==> src/rtl/rupd_boot_sequencer_if.sv <==
// rupd_boot_sequencer_if
//   User-side bus of the remote-update register block. The sequencer is
//   the only master on this bus.
//
//   BUS_ADDR      master->slave  register select (0 = write data, 1 = control)
//   BUS_DATA_OUT  master->slave  write data
//   BUS_CEb       master->slave  chip enable, active-low
//   BUS_WEb       master->slave  write enable, active-low
//   BUS_DATA_IN   slave->master  status word: [31]=BUSY, [23:16]=pending
//                                control, [11:0]=data out
interface rupd_boot_sequencer_if;
  logic [1:0]  BUS_ADDR;
  logic [31:0] BUS_DATA_OUT;
  logic        BUS_CEb;
  logic        BUS_WEb;
  logic [31:0] BUS_DATA_IN;

  modport master (
    output BUS_ADDR,
    output BUS_DATA_OUT,
    output BUS_CEb,
    output BUS_WEb,
    input  BUS_DATA_IN
  );

  modport slave (
    input  BUS_ADDR,
    input  BUS_DATA_OUT,
    input  BUS_CEb,
    input  BUS_WEb,
    output BUS_DATA_IN
  );
endinterface

==> src/rtl/rupd_boot_sequencer.sv <==
// rupd_boot_sequencer
//   Autonomous controller for the remote-update register interface.
//   START_BOOT runs: W(0,4), W(4,PGM), W(5,1), RECONFIGURE.
//   START_READ runs: R(5) and returns the 12-bit result on RD_DATA.
//   Every non-RECONF command is a data write (addr 0) followed by a control
//   write (addr 1), a fixed settle wait, then polling of the status word
//   until BUSY and the pending control byte are both clear.
//
//   CLK          in   system clock (same as the remote-update interface)
//   RESETb       in   asynchronous active-low reset
//   START_BOOT   in   one-cycle pulse, boot to the image at PGM
//   START_READ   in   one-cycle pulse, read param 5
//   PGM          in   application start page (latched at start)
//   bus          if   remote-update user bus (master modport)
//   SEQ_BUSY     out  high from accepted start until DONE or ERROR
//   DONE         out  one-cycle pulse on successful completion
//   ERROR        out  sticky timeout flag, cleared by the next accepted start
//   RD_DATA      out  result of the last read operation
module rupd_boot_sequencer #(
  parameter int SETTLE_CYCLES  = 16,
  parameter int TIMEOUT_CYCLES = 65535,
  parameter int TO_W           = 16
) (
  input  logic        CLK,
  input  logic        RESETb,
  input  logic        START_BOOT,
  input  logic        START_READ,
  input  logic [6:0]  PGM,
  rupd_boot_sequencer_if.master bus,
  output logic        SEQ_BUSY,
  output logic        DONE,
  output logic        ERROR,
  output logic [11:0] RD_DATA
);

  localparam logic [2:0] ST_IDLE    = 3'd0;
  localparam logic [2:0] ST_WR_DATA = 3'd1;
  localparam logic [2:0] ST_WR_CTRL = 3'd2;
  localparam logic [2:0] ST_SETTLE  = 3'd3;
  localparam logic [2:0] ST_POLL    = 3'd4;
  localparam logic [2:0] ST_FINISH  = 3'd5;
  localparam logic [2:0] ST_FAIL    = 3'd6;

  localparam logic [7:0] CTRL_WRITE  = 8'h02;
  localparam logic [7:0] CTRL_READ   = 8'h01;
  localparam logic [7:0] CTRL_RECONF = 8'h80;

  logic [2:0]      state;
  logic            mode_read;
  logic [1:0]      cmd_idx;
  logic [6:0]      pgm_q;
  logic [TO_W-1:0] cnt;

  logic [31:0] cmd_data;
  logic [7:0]  cmd_ctrl;
  logic        cmd_last;
  logic        cmd_reconf;
  logic        status_done;

  // Status bits the sequencer has no use for.
  logic unused_status_bits;
  assign unused_status_bits = ^{bus.BUS_DATA_IN[30:24], bus.BUS_DATA_IN[15:12]};

  // Parameter-select word: param in [18:16], value in [11:0].
  function automatic logic [31:0] param_word(input logic [2:0] p, input logic [11:0] d);
    return {13'h0, p, 4'h0, d};
  endfunction

  assign status_done = !bus.BUS_DATA_IN[31] && (bus.BUS_DATA_IN[23:16] == 8'h00);

  // Current command decoded from the operation mode and command index.
  always_comb begin
    cmd_data   = 32'h0;
    cmd_ctrl   = 8'h00;
    cmd_last   = 1'b0;
    cmd_reconf = 1'b0;
    if (mode_read) begin
      cmd_data = param_word(3'd5, 12'h000);
      cmd_ctrl = CTRL_READ;
      cmd_last = 1'b1;
    end else begin
      case (cmd_idx)
        2'd0: begin
          cmd_data = param_word(3'd0, 12'h004);
          cmd_ctrl = CTRL_WRITE;
        end
        2'd1: begin
          cmd_data = param_word(3'd4, {5'h00, pgm_q});
          cmd_ctrl = CTRL_WRITE;
        end
        2'd2: begin
          cmd_data = param_word(3'd5, 12'h001);
          cmd_ctrl = CTRL_WRITE;
        end
        default: begin
          cmd_ctrl   = CTRL_RECONF;
          cmd_last   = 1'b1;
          cmd_reconf = 1'b1;
        end
      endcase
    end
  end

  // Sequencer. Bus strobes default high every cycle so each write lasts
  // exactly one cycle. RECONF carries no parameter data, so WR_DATA
  // issues no bus cycle for it and only the control write goes out.
  always_ff @(posedge CLK or negedge RESETb) begin
    if (!RESETb) begin
      state            <= ST_IDLE;
      mode_read        <= 1'b0;
      cmd_idx          <= 2'd0;
      pgm_q            <= 7'h00;
      cnt              <= '0;
      bus.BUS_ADDR     <= 2'd0;
      bus.BUS_DATA_OUT <= 32'h0;
      bus.BUS_CEb      <= 1'b1;
      bus.BUS_WEb      <= 1'b1;
      SEQ_BUSY         <= 1'b0;
      DONE             <= 1'b0;
      ERROR            <= 1'b0;
      RD_DATA          <= 12'h000;
    end else begin
      bus.BUS_CEb <= 1'b1;
      bus.BUS_WEb <= 1'b1;
      DONE        <= 1'b0;
      case (state)
        ST_IDLE: begin
          if (START_BOOT || START_READ) begin
            mode_read <= !START_BOOT;
            pgm_q     <= PGM;
            cmd_idx   <= 2'd0;
            ERROR     <= 1'b0;
            SEQ_BUSY  <= 1'b1;
            state     <= ST_WR_DATA;
          end
        end
        ST_WR_DATA: begin
          if (!cmd_reconf) begin
            bus.BUS_ADDR     <= 2'd0;
            bus.BUS_DATA_OUT <= cmd_data;
            bus.BUS_CEb      <= 1'b0;
            bus.BUS_WEb      <= 1'b0;
          end
          state <= ST_WR_CTRL;
        end
        ST_WR_CTRL: begin
          bus.BUS_ADDR     <= 2'd1;
          bus.BUS_DATA_OUT <= {24'h0, cmd_ctrl};
          bus.BUS_CEb      <= 1'b0;
          bus.BUS_WEb      <= 1'b0;
          if (cmd_reconf) begin
            state <= ST_FINISH;
          end else begin
            cnt   <= TO_W'(SETTLE_CYCLES);
            state <= ST_SETTLE;
          end
        end
        ST_SETTLE: begin
          if (cnt == '0) begin
            cnt   <= TO_W'(TIMEOUT_CYCLES);
            state <= ST_POLL;
          end else begin
            cnt <= cnt - 1'b1;
          end
        end
        ST_POLL: begin
          // Completion is checked before the timeout so a command that
          // finishes on the very last poll cycle still counts.
          if (status_done) begin
            if (mode_read) begin
              RD_DATA <= bus.BUS_DATA_IN[11:0];
            end
            cmd_idx <= cmd_idx + 2'd1;
            state   <= cmd_last ? ST_FINISH : ST_WR_DATA;
          end else if (cnt == '0) begin
            state <= ST_FAIL;
          end else begin
            cnt <= cnt - 1'b1;
          end
        end
        ST_FINISH: begin
          DONE     <= 1'b1;
          SEQ_BUSY <= 1'b0;
          state    <= ST_IDLE;
        end
        ST_FAIL: begin
          ERROR    <= 1'b1;
          SEQ_BUSY <= 1'b0;
          state    <= ST_IDLE;
        end
        default: begin
          state <= ST_IDLE;
        end
      endcase
    end
  end

endmodule
==> src/flat_wrapper.sv <==
// flat-port wrapper written by rule: the top's interface ports become plain ports
module rupd_boot_sequencer_flat 
#(
  parameter int SETTLE_CYCLES  = 16,
  parameter int TIMEOUT_CYCLES = 65535,
  parameter int TO_W           = 16
)
  (CLK, RESETb, START_BOOT, START_READ, PGM, SEQ_BUSY, DONE, ERROR, RD_DATA, bus_BUS_ADDR, bus_BUS_DATA_OUT, bus_BUS_CEb, bus_BUS_WEb, bus_BUS_DATA_IN);
  rupd_boot_sequencer_if bus_i ();
  input  logic CLK;
  input  logic RESETb;
  input  logic START_BOOT;
  input  logic START_READ;
  input  logic [6:0] PGM;
  output logic SEQ_BUSY;
  output logic DONE;
  output logic ERROR;
  output logic [11:0] RD_DATA;
  output wire logic [$bits(bus_i.BUS_ADDR)-1:0] bus_BUS_ADDR;
  output wire logic [$bits(bus_i.BUS_DATA_OUT)-1:0] bus_BUS_DATA_OUT;
  output wire logic [$bits(bus_i.BUS_CEb)-1:0] bus_BUS_CEb;
  output wire logic [$bits(bus_i.BUS_WEb)-1:0] bus_BUS_WEb;
  input wire logic [$bits(bus_i.BUS_DATA_IN)-1:0] bus_BUS_DATA_IN;
  assign bus_BUS_ADDR = bus_i.BUS_ADDR;
  assign bus_BUS_DATA_OUT = bus_i.BUS_DATA_OUT;
  assign bus_BUS_CEb = bus_i.BUS_CEb;
  assign bus_BUS_WEb = bus_i.BUS_WEb;
  assign bus_i.BUS_DATA_IN = bus_BUS_DATA_IN;
  rupd_boot_sequencer #(.SETTLE_CYCLES(SETTLE_CYCLES), .TIMEOUT_CYCLES(TIMEOUT_CYCLES), .TO_W(TO_W)) u_core (.CLK(CLK), .RESETb(RESETb), .START_BOOT(START_BOOT), .START_READ(START_READ), .PGM(PGM), .bus(bus_i), .SEQ_BUSY(SEQ_BUSY), .DONE(DONE), .ERROR(ERROR), .RD_DATA(RD_DATA));
endmodule
==> config.mk <==
export PLATFORM = sky130hd
export DESIGN_NAME = rupd_boot_sequencer_flat
export DESIGN_NICKNAME = d
export VERILOG_FILES = /design/src/rtl/rupd_boot_sequencer_if.sv /design/src/rtl/rupd_boot_sequencer.sv /design/src/flat_wrapper.sv
export SDC_FILE = /design/constraint.sdc
export NUM_CORES = 1
export LEC_CHECK = 0
export BUFFER_PORTS_ARGS = -buffer_cell sky130_fd_sc_hd__buf_2
export CAP_MARGIN = 15
export CORE_MARGIN = 4
export CORE_UTILIZATION = 55
export CTS_CLUSTER_DIAMETER = 100
export CTS_CLUSTER_SIZE = 30
export DETAILED_ROUTE_END_ITERATION = 8
export HOLD_SLACK_MARGIN = 0.15
export PLACE_DENSITY_LB_ADDON = 0.3
export SYNTH_ARGS = -nofsm -noshare
export SYNTH_HDL_FRONTEND = slang
export SYNTH_SLANG_ARGS = --single-unit
==> constraint.sdc <==
create_clock -name CLK -period 3.2 [get_ports CLK]
set_clock_uncertainty 0.15 [all_clocks]
set_input_delay 0.64 -clock CLK [delete_from_list [all_inputs] [get_ports CLK]]
set_output_delay 0.64 -clock CLK [all_outputs]
set_load 0.02 [all_outputs]
==> summary.txt <==
Timing
  • Final hold viol count: 0
  • Maximum clock rate: 0.3929 GHz
  • Min cycle time layout: ~2.5 ns
  • Slew Limit Fails: 0
  • Period utilisation layout: 0.7954
  • Final setup TNS: 0 ns
  • RSZ-0062 raised after global routing: false
  • Slew Limit Headroom: 0.5923
  • Setup Viol. Count Final: 0
  • Worst Tran Pin Value: roughly 0.61 ns

Power
  • Pleak: about 1.6 nW
  • Peak VDD IR: about 0.32 mV
  • Pwr Density: between 600 and 700 mW/mm^2

Routing
  • DRT Pass-1 Iters: 6
  • Drt via density: 5.421
  • Routed Antenna Nets: 0
  • Routed vias: approximately 2.2k
  • First DRT Iteration DRCs: between 90 and 100
  • Total Routed Length: roughly 5600 um
  • Drt drc: 0
  • Drt wl/cell: 13.53 um

Setup path
  • Flop-to-flop setup slack: 0.65 ns
  • Crit Path Class: flop to flop
  • Critical path data arrival time: about 2.6 ns
  • CP Max Fanout: 26
  • RR Startpoint: u_core.cnt[0]
  • Worst r2r dst: u_core.cnt[7]
  • CP startpoint: u_core.cnt[0]
  • CP required: between 3 and 4 ns
  • Crit. End Element: flop
  • Worst r2r path cells: 7
  • Crit start category: flop

Synthesis
  • Yosys warns: 0
  • Mapped Cells: between 200 and 300
  • Synth cell types: 49
  • Avg Inst Size Synth: roughly 11 um^2
  • Prevailing post-synth register cell: dfrtp_1
  • Synthesized area: 0.002987 mm^2
  • Yosys top cell area share: 0.4608
  • EDFF count, synth: 0
  • Sequential area share after synthesis: 0.4696
  • Synth top area cells: dfrtp_1 46%, mux2_2 7.2%, buf_4 6.3%
  • Asr flop ratio synth: 1.000
  • #FFs+latches synth: 56
  • Post-synth top area cell: dfrtp_1

Final layout
  • Non-Filler Instances: 411
  • Most frequent cells in the layout: 59 x buf_2, 55 x dfrtp_1, 28 x nor2_1
  • Filler Cell Count: 417
  • Diode count: 0
  • Multi-input gate area: 0.001395 mm^2
  • Layout cell share with drive strength beyond 1: 0.3284
  • Area Overhead vs Synth: 11.60%
  • Most common cell after layout, fill and taps aside: buf_2
  • FF+latch area: approximately 0.0014 mm^2
  • Post-layout net count: ~390

Placed design
  • DPL Wire Length: just over 4000 um
  • GPL Wtd Cong: just over 0.7
  • Cell count after placement: 402
  • Port bufs: slightly below 60

Min path
  • Min-delay src: u_core.bus.BUS_ADDR[0]
  • Worst Hold Depth: 1
  • Worst Hold End: u_core.bus.BUS_ADDR[0]
  • HP Class: flop to flop

Floorplanning
  • IO Count: 94
  • Row cnt: 26
  • Core area: around 0.0052 mm^2
  • Total die area: roughly 0.0067 mm^2
  • Chip width: just over 80 um
  • Initial core utilization: 0.5774
  • Die H: a little over 80 um

Clocking
  • Clk sink count: 56
  • Worst skew pair latency: between 0.3 and 0.4 ns
  • Root Driver: clkbuf_8
  • Num CTS Buffers: 5
  • Clk slew on worst S/H paths: approximately 0.10 ns
  • Deepest clock path buffer count: 2
  • # H-tree levels: 2
  • Setup bufs post-CTS: 0
  • Post_cts resized: 0
  • CTS tree: done
  • Cts hold-fix bufs: 1

Global routing
  • Vias in the first global route: 2,011
  • GRT overflow: 0
  • Pin count of the biggest net entering global routing: 42
  • Total GRT Usage: 0.1734
  • Global-route wire length before repair: about 9000 um
  • Initial antenna violation count: 0

Status
  • Status: finished clean

Run
  • Max Cap Violations: 0
==> report_power, final <==
group	total, mW	switching [mW]	leakage (nW)	internal (mW)
combinational	0.652	0.352	0.831	0.300
sequential	1.10	0.203	0.721	0.892
clock	0.406	0.231	0.0434	0.176
==> cell usage after synthesis, types with 5 or more instances <==
master,n
nor2_1,28
o22a_1,7
nor3_1,7
mux2_2,19
dfrtp_1,55
ha_1,5
nor3b_1,5
inv_1,6
a21oi_1,19
nand2_1,16
buf_4,25
o21ai_0,17
==> flip-flops by register name, indices dropped and copies added, names as in the netlist, 2 cells and up <==
name,cells
u_core.bus.BUS_DATA_OUT,10
u_core.RD_DATA,12
u_core.cnt,16
u_core.state,3
u_core.pgm_q,7
u_core.cmd_idx,2
==> worst max-delay path by stage <==
stage | endpoint | slack [ns] | depth (start not counted)
5_1_grt | u_core.cnt[9] | 0.49 | 7
4_1_cts | u_core.cnt[7] | 0.65 | 7
2_1_floorplan | u_core.RD_DATA[6] | 1.06 | 6
6_report | u_core.cnt[7] | 0.65 | 7
3_5_place_dp | u_core.cnt[7] | 0.67 | 7
3_3_place_gp | u_core.cnt[12] | 0.71 | 7
==> metrics by stage <==
| stage | area [um^2] | hold slack (ns) | total power, mW | util | setup slack [ns] |
|---|---|---|---|---|---|
| 2_1_floorplan | 3069 | 0.1944 | 1.595 | - | 1.061 |
| 3_3_place_gp | 3226 | 0.3086 | 1.725 | 0.6236 | 0.7095 |
| 3_5_place_dp | 3226 | 0.3178 | 1.758 | 0.6236 | 0.6748 |
| 4_1_cts | 3333 | 0.3426 | 2.163 | 0.6444 | 0.6466 |
| 5_1_grt | 3333 | 0.3713 | 2.306 | 0.6444 | 0.4862 |
| 6_report | 3333 | 0.3445 | 2.153 | 0.6444 | 0.6548 |
==> routing by layer <==
metal / wire [um] / up-vias / GRT usage
met3: 279 / 7 / 0.03289
met5: 0 / - / 0
li1: - / 1082 / -
met2: 2783 / 52 / 0.2915
met1: 2444 / 1087 / 0.2290
met4: 53 / 0 / 0.04983
==> critical path, cell delays in order (launching register included) <==
cell and delay [ns]:
dfrtp_1 0.43, inv_1 0.08, ha_1 0.19, nor3b_1 0.36
nand4_2 0.24, o211ai_4 0.57, o21ba_2 0.24, o22a_1 0.17
==> final cells by class <==
cell class,count,share of cell area
Clock buffer,6,0.02477
Clock inverter,2,0.004505
Tap cell,70,0.02628
Inverter,6,0.006757
Sequential cell,56,0.4208
Multi-Input combinational cell,208,0.4185
Timing Repair Buffer,63,0.09835
==> cells by family (layout without fill, tap and decap cells) <==
kind of cell | count (synthesis) | after routing | share of synthesized area
AO/OA/AOI/OAI | 73 | 73 | 0.1688
other | 1 | 23 | 0.001256
buffers and inverters | 40 | 77 | 0.09091
AND/OR/NAND/NOR | 87 | 87 | 0.1730
multiplexers | 20 | 20 | 0.07541
adder cells (fa/ha/maj) | 5 | 5 | 0.02095
flip-flops | 56 | 56 | 0.4696
Power figures use the tool's default switching activity.
